`src/rtl/seq_detector_param.sv`:
```
// Parametrised serial pattern detector.
// Matches a LEN-bit PATTERN (MSB received first) on the serial input x, qualified by en.
// Overlapping or non-overlapping matching is selected at run time by overlap.
// A registered one-cycle pulse on y marks each match, and a saturating counter tracks matches.
module seq_detector_param #(
    parameter int unsigned    LEN     = 4,
    parameter logic [LEN-1:0] PATTERN = 4'b1011,
    parameter int unsigned    CNT_W   = 8
) (
    input  logic             clk,
    input  logic             rst,
    input  logic             en,
    input  logic             x,
    input  logic             overlap,
    input  logic             clr_cnt,
    output logic             y,
    output logic [CNT_W-1:0] cnt
);

    // fill counts 0..LEN, so it needs enough bits to hold LEN itself.
    localparam int unsigned      FW        = $clog2(LEN + 1);
    localparam logic [FW-1:0]    FILL_FULL = FW'(LEN);
    localparam logic [FW-1:0]    FILL_ARM  = FW'(LEN - 1);
    localparam logic [CNT_W-1:0] CNT_MAX   = '1;
    localparam logic [CNT_W-1:0] CNT_ONE   = CNT_W'(1);

    // Only the newest LEN-1 bits are stored. The oldest bit of a LEN-bit history
    // would be shifted out before anything compared it, so it is never kept.
    logic [LEN-2:0]   hist_q, hist_d;
    logic [FW-1:0]    fill_q, fill_d;
    logic [CNT_W-1:0] cnt_q, cnt_d;
    logic             y_q;
    logic [LEN-1:0]   cand;
    logic             hit;

    // Build the candidate word from stored history and the current bit, then detect a match.
    always_comb begin
        cand = {hist_q, x};
        hit  = en & (fill_q >= FILL_ARM) & (cand == PATTERN);
    end

    // Next-state logic for history and fill level. Nothing advances while en is low.
    always_comb begin
        hist_d = hist_q;
        fill_d = fill_q;
        if (en) begin
            hist_d = cand[LEN-2:0];
            if (hit) begin
                // In non-overlap mode, bits of the matched pattern must not count toward the next match.
                fill_d = overlap ? FILL_FULL : '0;
            end else if (fill_q != FILL_FULL) begin
                fill_d = fill_q + FW'(1);
            end
        end
    end

    // Hit counter. A clear takes priority, but a hit on the same edge still counts after the clear.
    always_comb begin
        cnt_d = cnt_q;
        if (clr_cnt) begin
            cnt_d = hit ? CNT_ONE : '0;
        end else if (hit && (cnt_q != CNT_MAX)) begin
            cnt_d = cnt_q + CNT_ONE;
        end
    end

    // State registers. Reset is asynchronous, so it also clears a pending y pulse immediately.
    always_ff @(posedge clk or posedge rst) begin
        if (rst) begin
            hist_q <= '0;
            fill_q <= '0;
            cnt_q  <= '0;
            y_q    <= 1'b0;
        end else begin
            hist_q <= hist_d;
            fill_q <= fill_d;
            cnt_q  <= cnt_d;
            y_q    <= hit;
        end
    end

    assign y   = y_q;
    assign cnt = cnt_q;

endmodule

```
`config.mk`:
```
export PLATFORM = sky130hd
export DESIGN_NAME = seq_detector_param
export DESIGN_NICKNAME = d
export VERILOG_FILES = /design/src/rtl/seq_detector_param.sv
export SDC_FILE = /design/constraint.sdc
export NUM_CORES = 1
export LEC_CHECK = 0
export CORE_MARGIN = 5
export CORE_UTILIZATION = 53
export CTS_CLUSTER_DIAMETER = 40
export CTS_CLUSTER_SIZE = 25
export DETAILED_ROUTE_END_ITERATION = 6
export PLACE_DENSITY = 0.81
export SLEW_MARGIN = 20
export SYNTH_ARGS = -nofsm -noshare
export SYNTH_HDL_FRONTEND = slang
export SYNTH_SLANG_ARGS = --single-unit
export TNS_END_PERCENT = 50
```
`constraint.sdc`:
```
create_clock -name clk -period 2.8 [get_ports clk]
set_input_delay 0.28 -clock clk [delete_from_list [all_inputs] [get_ports clk]]
set_output_delay 0.28 -clock clk [all_outputs]
set_load 0.005 [all_outputs]
```
Word level (Yosys, flattened, before mapping)
Cells that the tools add are included.

$add $sub $neg: 2. Div/mod/pow operators: 0. Reductions and logical operators: 4. Bitwise gates (word level): 2. Equal/unequal tests: 3. Multiply operators: 0. Magnitude comparators: 1. Shift operators: 0. Mux-type cells: 6.

Operator list (count): 8-bit two-way mux (2); 3-bit two-way mux (3); 8-bit by 1-bit adder with 8-bit output (second input constant) (1); 8-bit inequality test (second input constant) (1); 4-bit equality test (second input constant) (1); 2-bit nonzero test (2); 3-bit by 1-bit adder with 3-bit output (second input constant) (1); 3-bit by 2-bit >= comparator with 1-bit output (second input constant) (1); 3-bit inequality test (second input constant) (1); 1-bit AND (2); 2-bit AND reduction (1); 1-bit logical AND (1); 1-bit two-way mux (1).

Flip-flop bits (word level): 15. Bits in writable memories: 0. Memories kept: 0. Bits in read-only memories: 0. Logic and storage cells: 22. Bits in latches: 0. Input port bits: 6. Output and inout bits: 9.

Logic depth before layout (Yosys ltp)
Word-level depth: 6. Mapped depth: 8.

Least setup slack after synthesis
No wires, ideal clock.

Kind: register -> register. Start: register fill_q[0]. End: register fill_q[0]. Clock period less this slack: 1.706 ns. Setup slack: 1.094 ns. Buffers on the path: 1. Stages on the path, launching flop included: 9. Data arrival time: 1.640 ns. Library setup time: 0.065 ns. Cell sequence: dfrtp_1 -> ha_1 -> ha_1 -> a211o_1 -> nand3_4 -> buf_2 -> inv_2 -> nor2_1 -> mux2_2.

Longest elaborated chain between the ends: 5. Elaborated cells on any way between the ends: 9. Classes of those cells: add/sub (1); order compare (1); eq/ne (1); mux (2); bitwise (2); reduce/logical (2).

Ends and longest elaborated chain: start, declared (line 30) `logic [FW-1:0] fill_q, fill_d;`; start signal, assigned (line 76) `fill_q <= fill_d;`; 3-bit by 2-bit >= comparator with 1-bit output * (line 39) `hit = en & (fill_q >= FILL_ARM) & (cand == PATTERN);`; 1-bit AND * (2 in a row) (line 39); net hit (line 34) `logic hit;`; 2-bit nonzero test (no line); 2-bit AND reduction (no line).

The timed path passes the listed nets; every way through them passes the cells marked *. The select of a mux whose other input is x is not followed. A chain may end at the register's enable or synchronous reset.

Worst setup path in the final report
Start: input en. End: register cnt_q[5] (netlist: cnt[5]).

Longest elaborated chain between the ends: 4.

Ends and longest elaborated chain: start, declared (line 12) `input logic en,`; 1-bit AND (2 in a row) (line 39); 1-bit logical AND (line 62) `end else if (hit && (cnt_q != CNT_MAX)) begin`; 2-bit nonzero test (no line); end signal, assigned (line 77) `cnt_q <= cnt_d;`; end, declared (line 31) `logic [CNT_W-1:0] cnt_q, cnt_d;`.

Every way passes these cells.

==> metrics.csv <==
stage,metric,value,unit
pwr,vdd_drop_max,0.295,mV
placed_design,port_buffers,14,
clocking,clock-sinks,15,
layout,final_common_cell,dfrtp_1,
setup_path,cpPeakStageDelay,590,ps
synth,ys_warn_count,0,
synth,synth_area_leaders,"dfrtp_1 (47%), mux2_2 (7.0%), ha_1 (6.2%), a21oi_1 (3.1%), nor2b_1 (3.1%)",
timing,rsz0062_at_grt,false,
route,vias,633,
synth,yosysTopAreaCell,dfrtp_1,
setup_path,worstPathArrival,2060,ps
grt,grt_overflow,0,
synth,avgSynthCellArea,10.3,sq um
timing,layout_min_cycle_time,1900,ps
grt,antenna_found_initial,0,
clocking,post_cts_resized,0,
setup_path,worstPathRequired,2960,ps
pwr,leakage,0.402,nW
timing,hold_violations,0,
job,max-cap-violations,0,
grt,grt_use_total,13.9,%
outcome,status,"finished, final reports clean",
setup_path,crit_buf_inv,1,
floorplanning,die_y,49.0,um
synth,syn_area,807,sq um
timing,tightestPinTransition,600,ps
setup_path,startpoint_type,input port,
floorplanning,ioPinCount,15,
clocking,clk_latency,270,ps
setup_path,worstSetupPathType,input port to flop,
route,wl_per_cell,13.8,um
synth,postSynthCellCount,78,
timing,setup-tns-final,0,ps
clocking,cts-htree-levels,1,
pwr,power,0.522,mW
timing,clock_skew,1.26,ps
grt,grt_pass1_vias,649,
route,dr.pass1.iters,4,
synth,async_flop_share,100,%
setup_path,cp_top_family,simple AND/OR/NAND/NOR gates,
floorplanning,die_width,49.0,um
synth,synth_ff_type,dfrtp_1,
worst_hold_path,hp-class,input port to async pin,
layout,fillers,131,
floorplanning,rows,14,
setup_path,crit_path_end_kind,flop,
synth,synth_seq_cells,15,
timing,setup_violations,0,
timing,slew_headroom,59.9,%
setup_path,worst-path-max-fanout,14,
timing,setup_slack,898,ps
timing,slew_violations,0,
clocking,clk_root_buffer_cell,clkbuf_4,
route,avgViaCountPerCell,5.81,
clocking,tritoncts,built,
route,wl,1500,um
floorplanning,core,1470,sq um
setup_path,cp_cell_sequence,clkdlybuf4s50_1 -> and4b_4 -> nand3_4 -> nor4_1 -> mux2_2,
synth,synth_top_area_share,46.5,%
synth,yosysUniqueCellTypes,27,
layout,finalNetCount,104,
clocking,hold_buffers,0,
floorplanning,start_util,54.8,%
clocking,clk_path_buf_depth,2,
floorplanning,die_area,2400,sq um
clocking,clkTransAtPathRegs,80,ps
layout,antenna_cells,0,
grt,grt_start_max_net_pins,16,
layout,multiInputGateArea,392,sq um
grt,grt_first_pass_wirelength,2730,um
setup_path,cp_slowest_cell,clkdlybuf4s50_1,
timing,fin_crit_sh,67.9,%
layout,layout-drive-gt1-share,11.8,%
synth,yosysSeqAreaShare,46.5,%
synth,synth_nets,88,
placed_design,gp_congestion,0.829,
layout,ff_latch_area,375,sq um
timing,fmax,526,MHz
placed_design,place_ws,624,ps
route,antenna_left,0,
layout,syn2layout_area_growth,21.4,%
clocking,numCtsBuffers,3,
pwr,cellPowerDensity,533,nW/um^2
clocking,cts_setup_buffers,0,
route,drtIter0Drc,10,
layout,layout_common_cells,"dfrtp_1 (15), clkdlybuf4s50_1 (14), inv_1 (6)",
synth,synth-edff-count,0,
route,drc_errors,0,
-- layer usage --
| layer | GRT usage, % | vias to the layer above | share of wire [%] |
|---|---|---|---|
| met5 | 0 | - | 0 |
| met4 | 5.38 | 0 | 1.2 |
| met3 | 2.14 | 2 | 5.3 |
| met2 | 23.9 | 12 | 50 |
| met1 | 17.0 | 297 | 43 |
| li1 | - | 322 | - |
-- metrics by stage --
step | cells | cell area (sq um) | hold WS, ps | util, %
2_1_floorplan | 78 | 807 | 181 | -
3_3_place_gp | 105 | 953 | 504 | 64.8
3_5_place_dp | 105 | 953 | 501 | 64.8
4_1_cts | 109 | 980 | 367 | 66.6
5_1_grt | 109 | 980 | 413 | 66.6
6_report | 109 | 980 | 350 | 66.6
-- power by group --
part / leakage [nW] / internal (mW) / switching [mW] / total, mW
Sequential: 0.195 / 0.246 / 0.0280 / 0.274
Combinational: 0.192 / 0.0687 / 0.0620 / 0.131
Clock: 0.0150 / 0.0551 / 0.0624 / 0.117
Total: 0.402 / 0.370 / 0.152 / 0.522
-- cells in the mapped netlist (all sizes together), types with 2 or more instances --
| library cell | count |
|---|---|
| dfrtp | 15 |
| inv | 7 |
| a21oi | 5 |
| mux2 | 5 |
| nand3 | 5 |
| ha | 4 |
| nand2 | 4 |
| nor2 | 4 |
| nor2b | 4 |
| o21ai | 3 |
| o31ai | 3 |
| or4 | 3 |
| buf | 2 |
| nand4 | 2 |
| o41ai | 2 |
-- area by class of cell --
| cell class | count | area share, % |
|---|---|---|
| flip-flops and latches | 15 | 38.3 |
| inverters | 7 | 2.68 |
| clock buffers | 4 | 2.68 |
| multi-input cells | 53 | 40.0 |
| repair buffers | 14 | 14.3 |
| well taps | 16 | 2.04 |
-- path summary, 6_finish.rpt --
check                                 startpoint                    end  slack [ps]  depth (start not counted)
setup / recovery                              en     cnt[5]$_DFFE_PP0P_         900                          5
hold / removal                               rst     cnt[0]$_DFFE_PP0P_         350                          2
setup reg to reg           fill_q[1]$_DFFE_PP0P_     cnt[5]$_DFFE_PP0P_         920                          6
hold reg to reg            hist_q[2]$_DFFE_PP0P_  hist_q[2]$_DFFE_PP0P_         520                          1
max in group asynchronous                    rst  hist_q[2]$_DFFE_PP0P_        2090                          2
min in group clk           hist_q[2]$_DFFE_PP0P_  hist_q[2]$_DFFE_PP0P_         520                          1
-- cells by family (layout without fill, tap and decap cells) --
group           count (synthesis)  in the layout  synth area share, %
compound gates                 19             19                 16.3
buf+inv                        10             25                 4.96
fa+ha+maj                       4              4                 6.20
simple gates                   25             25                 19.1
flops                          15             15                 46.5
mux                             5              5                 6.98
-- registers in the layout, summed over array words and instances (netlist names) --
name,flops
cnt,8
fill_q,3
hist_q,3
y,1
(Power assumes the default switching activity.)
